`config.mk`:
```
export PLATFORM = sky130hd
export DESIGN_NAME = life_seq
export DESIGN_NICKNAME = d
export VERILOG_FILES = /design/src/rtl/life_pkg.sv /design/src/rtl/life_seq_lfsr16.sv /design/src/rtl/life_seq.sv
export SDC_FILE = /design/constraint.sdc
export NUM_CORES = 1
export LEC_CHECK = 0
export CORE_MARGIN = 10
export CORE_UTILIZATION = 48
export CTS_CLUSTER_SIZE = 24
export DETAILED_ROUTE_END_ITERATION = 8
export GPL_TIMING_DRIVEN = 0
export HOLD_SLACK_MARGIN = 0.06
export PLACE_DENSITY = 0.75
export SYNTH_ARGS = -nofsm -noshare
export SYNTH_HDL_FRONTEND = slang
export SYNTH_HIERARCHICAL = 1
export SYNTH_SLANG_ARGS = --single-unit
```
`constraint.sdc`:
```
create_clock -name clk -period 2.1 [get_ports clk]
set_input_delay 0.525 -clock clk [delete_from_list [all_inputs] [get_ports clk]]
set_output_delay 0.525 -clock clk [all_outputs]
set_load 0.03 [all_outputs]
```
`src/rtl/life_pkg.sv`:
```
// ============================================================================
// Module  : life_pkg
// Brief   : Shared constants, state encoding and LFSR step for the Life sequencer.
// Revision: 1.0 - initial release
// ============================================================================
`default_nettype none

package life_pkg;

    localparam int          ADDR_W_DEF = 12;
    localparam int          CELLS_DEF  = 4096;
    localparam logic [15:0] LFSR_TAPS  = 16'hB400;

    typedef enum logic [1:0] {
        SEED      = 2'd0,
        START     = 2'd1,
        WAIT_DONE = 2'd2,
        WAIT_SWAP = 2'd3
    } seq_state_t;

    // Right-shifting Galois step; a nonzero state never maps to zero.
    function automatic logic [15:0] lfsr_next(input logic [15:0] q);
        lfsr_next = q[0] ? ((q >> 1) ^ LFSR_TAPS) : (q >> 1);
    endfunction

endpackage

`default_nettype wire

```
`src/rtl/life_seq_lfsr16.sv`:
```
// ============================================================================
// Module  : lfsr16
// Brief   : 16-bit Galois LFSR, loads the seed on reset and steps on adv.
// Revision: 1.0 - initial release
// ============================================================================
`default_nettype none

module lfsr16 #(
    parameter logic [15:0] LFSR_SEED = 16'hACE1
) (
    input  logic        clk,
    input  logic        rst,
    input  logic        adv,
    output logic [15:0] q
);
    import life_pkg::*;

    always_ff @(posedge clk) begin
        if (rst) begin
            q <= LFSR_SEED;
        end else if (adv) begin
            q <= lfsr_next(q);
        end
    end

endmodule

`default_nettype wire

```
`src/rtl/life_seq.sv`:
```
// ============================================================================
// Module  : life_seq
// Brief   : Life generation sequencer: seeds the active buffer, starts one
//           generation at a time and swaps buffers only at vblank.
// Revision: 1.0 - initial release
// ============================================================================
`default_nettype none

module life_seq #(
    parameter int          ADDR_W           = life_pkg::ADDR_W_DEF,
    parameter int          CELLS            = life_pkg::CELLS_DEF,
    parameter int          FRAMES_PER_GEN   = 3,
    parameter logic [15:0] LFSR_SEED        = 16'hACE1,
    parameter int          DENSITY          = 5,
    parameter bit          VSYNC_ACTIVE_LOW = 1'b1
) (
    input  logic              clk,
    input  logic              rst,
    input  logic              vsync,
    input  logic              gen_done,
    input  logic              pause,
    input  logic              step,
    input  logic              reseed,
    output logic              activebuf,
    output logic              gen_start,
    output logic              seeding,
    output logic              seed_we,
    output logic [ADDR_W-1:0] seed_addr,
    output logic              seed_din,
    output logic [15:0]       gen_count,
    output logic              overrun
);
    import life_pkg::*;

    localparam int                FC_W         = (FRAMES_PER_GEN > 1) ? $clog2(FRAMES_PER_GEN) : 1;
    localparam logic [FC_W-1:0]   C_FRAME_LAST = FC_W'(FRAMES_PER_GEN - 1);
    localparam logic [ADDR_W-1:0] C_SEED_LAST  = ADDR_W'(CELLS - 1);

    seq_state_t        r_state;
    logic              r_vs_q;
    logic [FC_W-1:0]   r_frame_cnt;
    logic              r_step_pend;
    logic [ADDR_W-1:0] r_seed_idx;

    logic [15:0]       w_lfsr;
    logic              w_vedge;
    logic              w_target;
    logic              w_seed_fire;
    logic              w_seed_bit;
    logic              w_lfsr_adv;
    logic [ADDR_W-1:0] w_seed_addr;
    logic              w_lfsr_unused;

    assign w_vedge     = VSYNC_ACTIVE_LOW ? (r_vs_q & ~vsync) : (~r_vs_q & vsync);
    assign w_target    = w_vedge && (r_frame_cnt == C_FRAME_LAST);
    // A reseed performs the address-0 write in the very cycle it is taken.
    assign w_seed_fire = reseed || (r_state == SEED);
    assign w_seed_addr = reseed ? '0 : r_seed_idx;
    assign w_seed_bit  = (32'(w_lfsr[3:0]) < 32'(DENSITY));
    assign w_lfsr_adv  = ~rst & w_seed_fire;
    assign w_lfsr_unused = ^w_lfsr[15:4];

    lfsr16 #(
        .LFSR_SEED (LFSR_SEED)
    ) u_lfsr (
        .clk (clk),
        .rst (rst),
        .adv (w_lfsr_adv),
        .q   (w_lfsr)
    );

    always_ff @(posedge clk) begin
        r_vs_q <= vsync;
        if (rst) begin
            r_state     <= SEED;
            activebuf   <= 1'b0;
            gen_start   <= 1'b0;
            seeding     <= 1'b0;
            seed_we     <= 1'b0;
            seed_addr   <= '0;
            seed_din    <= 1'b0;
            gen_count   <= '0;
            overrun     <= 1'b0;
            r_frame_cnt <= '0;
            r_step_pend <= 1'b0;
            r_seed_idx  <= '0;
        end else begin
            gen_start <= 1'b0;
            seeding   <= 1'b0;
            seed_we   <= 1'b0;
            if (reseed) begin
                gen_count   <= '0;
                overrun     <= 1'b0;
                r_frame_cnt <= '0;
                r_step_pend <= 1'b0;
            end else begin
                if (w_vedge && (r_frame_cnt != C_FRAME_LAST)) begin
                    r_frame_cnt <= r_frame_cnt + FC_W'(1);
                end
                if (pause && step) begin
                    r_step_pend <= 1'b1;
                end
                case (r_state)
                    START: begin
                        gen_start <= 1'b1;
                        r_state   <= WAIT_DONE;
                    end
                    WAIT_DONE: begin
                        if (w_target) begin
                            overrun <= 1'b1;
                        end
                        if (gen_done) begin
                            r_state <= WAIT_SWAP;
                        end
                    end
                    WAIT_SWAP: begin
                        // Swap clears the step request even if step is re-asserted now.
                        if (w_target && (!pause || r_step_pend)) begin
                            activebuf   <= ~activebuf;
                            gen_count   <= gen_count + 16'd1;
                            r_frame_cnt <= '0;
                            r_step_pend <= 1'b0;
                            r_state     <= START;
                        end
                    end
                    default: ;
                endcase
            end
            if (w_seed_fire) begin
                seeding    <= 1'b1;
                seed_we    <= 1'b1;
                seed_addr  <= w_seed_addr;
                seed_din   <= w_seed_bit;
                r_seed_idx <= w_seed_addr + ADDR_W'(1);
                r_state    <= (w_seed_addr == C_SEED_LAST) ? START : SEED;
            end
        end
    end

endmodule

`default_nettype wire
```
==> flow_summary_export.csv, run 1 <==
group,metric,value,unit
hold_path,hp-class,"flop to flop",
critical_path,crit_path_max_fanout,7,
floorplanning,die_h,96.2,µm
placed_design,dpl.hpwl,4.29,mm
timing,hold_viol_final,0,
critical_path,cp_num_cells,1,
timing,setup_slack,105,ps
synth,ys_seq_elements,67,
grt,met3_usage,4.82,%
floorplanning,die_area,9250,µm²
flow_run,drv_cap,0,
layout,fillCellCount,482,
synth,syn_nets,320,
placed_design,routabilityCongestion,0.818,
grt,gr-usage-met1,16.4,%
clock_network,ctsHoldBuffers,0,
placed_design,postPlaceCellArea,3260,µm²
layout,drive_above_1_share,11.5,%
grt,grt_pass1_wl,9.91,mm
critical_path,ff2ff_path_depth,5,
route,firstDrtPassIters,4,
route,vias_per_cell,5.29,
critical_path,crit_end,"gen_count[8]",
critical_path,crit_buf_inv,1,
synth,yosysWarnings,6,
timing,period_minus_slack,1990,ps
route,drtIter0Drc,95,
critical_path,cp_top_family,"buffers and inverters",
critical_path,critPathMaxStageDelay,710,ps
layout,nets,371,
timing,timing.slew.headroom,52.8,%
clock_network,clock_path_buffers,2,
grt,grt_remaining_overflow,0,
route,ant_nets,0,
layout,design_area,3480,µm²
grt,grt_max_degree,11,
timing,rsz0062_at_grt,"false",
critical_path,required,1570,ps
synth,synthArstFlopShare,0,%
timing,post-route-period-util,95.0,%
floorplanning,io_pins,41,
pwr,p_leak,0.00121,µW
timing,maxSlewViolCount,0,
route,post-route-drc-count,0,
layout,layout_common_cells,"dfxtp_1 (67), clkdlybuf4s50_1 (38), a21oi_1 (34)",
route,routed_wl,5.93,mm
pwr,vdd_ir_drop_max,0.441,mV
placed_design,post-place-ws,-628,ps
critical_path,critPathKind,"flop to output pin",
critical_path,rr_endpoint,"gen_count[7]$_SDFFE_PP0P_",
synth,syn_avg_cell_area,8.98,µm²
grt,grt_use_met2,20.5,%
route,vias,2308,
synth,synth_edf_count,0,
synth,synth_top_area_cell,"dfxtp_1",
critical_path,cp-start-kind,"flop",
outcome,status,"complete, no violations",
synth,synth-seq-area-share,48.2,%
placed_design,io_buffer_count,39,
route,wl_per_cell,13.6,µm
grt,grt_pass1_vias,2132,
clock_network,cts_buffers,9,
critical_path,path_cells,"clkdlybuf4s50_1",
clock_network,cts_tree,"built",
layout,layout_commonest_cell,"dfxtp_1",
synth,synth.distinct_cells,46,
timing,finClkSkew,7.92,ps
floorplanning,rows,27,
timing,finalSetupViolations,0,
layout,antenna_cells,0,
synth,synth.area.top_cells,"dfxtp_1 (48%), a21oi_1 (6.1%), nand2_1 (4.3%)",
clock_network,cts.htree.levels,3,
grt,antenna_found_initial,0,
floorplanning,die_w,96.2,µm
critical_path,critPathArrivalTime,1470,ps
clock_network,clk_pin_slew,70,ps
clock_network,root_buffer,"clkbuf_8",
floorplanning,core,5570,µm²
synth,syn_inst,310,
clock_network,clkLatencyLatePin,340,ps
floorplanning,start_util,49.9,%
synth,synth_flop_cell,"dfxtp_1",
timing,max_freq,0.501,GHz
grt,globalRouteTotalUtil,13.6,%
layout,syn_to_final_growth,24.9,%
synth,syn_area,2780,µm²
critical_path,r2r_slack,280,ps
critical_path,slowest_stage,"clkdlybuf4s50_1",
critical_path,reg2reg_from,"r_state[1]$_SDFFE_PP0P_",
grt,top_usage_layer,"met2",
timing,worst_pin_slew,698,ps
pwr,powerDensity,714,nW/µm²
critical_path,endpoint_kind,"output pin",
critical_path,worstSetupStartpoint,"gen_count[8]$_SDFFE_PP0P_",
clock_network,clock-sinks,67,
synth,synth_top_area_share,48.2,%
## registers in the layout, summed over array words and instances, names as in the netlist
signal,count
gen_count,16
u_lfsr/q,16
r_seed_idx,12
seed_addr,12
r_frame_cnt,2
r_state,2
activebuf,1
gen_start,1
overrun,1
r_step_pend,1
r_vs_q,1
seed_din,1
seed_we,1
## worst min-delay path by stage
| stage | depth (start not counted) | to | start | slack, ps |
|---|---|---|---|---|
| finish | 2 | seed_addr[7]$_SDFFE_PP0P_ | seed_addr[7]$_SDFFE_PP0P_ | 450 |
| detailed placement | 1 | u_lfsr/q[6]$_SDFFE_PP1P_ | u_lfsr/q[7]$_SDFFE_PP1P_ | 450 |
| CTS | 2 | seed_addr[6]$_SDFFE_PP0P_ | seed_addr[6]$_SDFFE_PP0P_ | 460 |
| floorplan | 2 | r_step_pend$_SDFF_PP0_ | r_step_pend$_SDFF_PP0_ | 430 |
| global placement | 2 | seed_addr[9]$_SDFFE_PP0P_ | seed_addr[9]$_SDFFE_PP0P_ | 440 |
| global route | 2 | seed_addr[9]$_SDFFE_PP0P_ | seed_addr[9]$_SDFFE_PP0P_ | 480 |
## power breakdown
part           total (µW)  internal [µW]  switching (µW)
sequential           1320           1300            20.6
combinational         145           69.7            74.9
clock                1020            564             452
## logic make-up after synthesis
kind of cell    Yosys count  synth area share [%]
simple gates            125                  23.6
fa+ha+maj                 3                  1.35
flops                    67                  48.2
compound gates           64                  13.9
xor+xnor                 14                  4.40
mux                       9                  3.24
buf+inv                  28                  5.35
## repair_timing
item,4_1_cts,5_1_grt
hold endpoints to repair,0,0
pin swaps,1,0
resized for setup,5,4
setup buffers,1,0
setup endpoints to repair,19,17
## layer usage
metal / share of wire [%] / vias up / routed length, µm
met3: 6.2 / 10 / 367
met4: 2.3 / 0 / 135
met1: 47 / 1081 / 2800
met5: 0 / - / 0
li1: - / 1177 / -
met2: 44 / 40 / 2630
## tightest hold or removal path, cell delays in order, from the launching register on
cell,delay (ps)
dfxtp_1,310
nand2_1,50
a21oi_1,50
## final cells by class
type	count	area (µm²)	area share (%)
multi-input cells	215	1310	37.7
clock inverters	3	40.0	1.15
repair buffers	40	400	11.5
plain buffers	20	123	3.53
inverters	8	30.0	0.864
clock buffers	11	141	4.07
flip-flops and latches	67	1340	38.6
well taps	72	90.1	2.59
## metrics by stage
step	std cells	hold WS, ps	TNS, ps	util (%)	total power, µW
CTS	436	457	0	62.2	2510
detailed placement	421	446	-13780	58.6	1490
floorplan	310	428	0	-	1450
global route	436	477	0	62.4	2570
finish	436	453	0	62.4	2480
global placement	421	443	-13210	58.6	1490
## synth_stat cells, types with 8 or more instances
cell type and n:
a21oi_1 34, or4_1 8, nor2_1 31, o31ai_1 9
nand4_1 9, dfxtp_1 67, nand2_1 32, o21ai_0 10
inv_1 8, mux2i_1 9, clkbuf_1 8
Power figures use the tool's default switching activity.
==> run 2, diff against run 1 <==
Settings changed: HOLD_SLACK_MARGIN 0.06 to 0.02.
==> results of run 2 <==
Same layout as run 1: the final DEF is identical, and so are final timing and power.
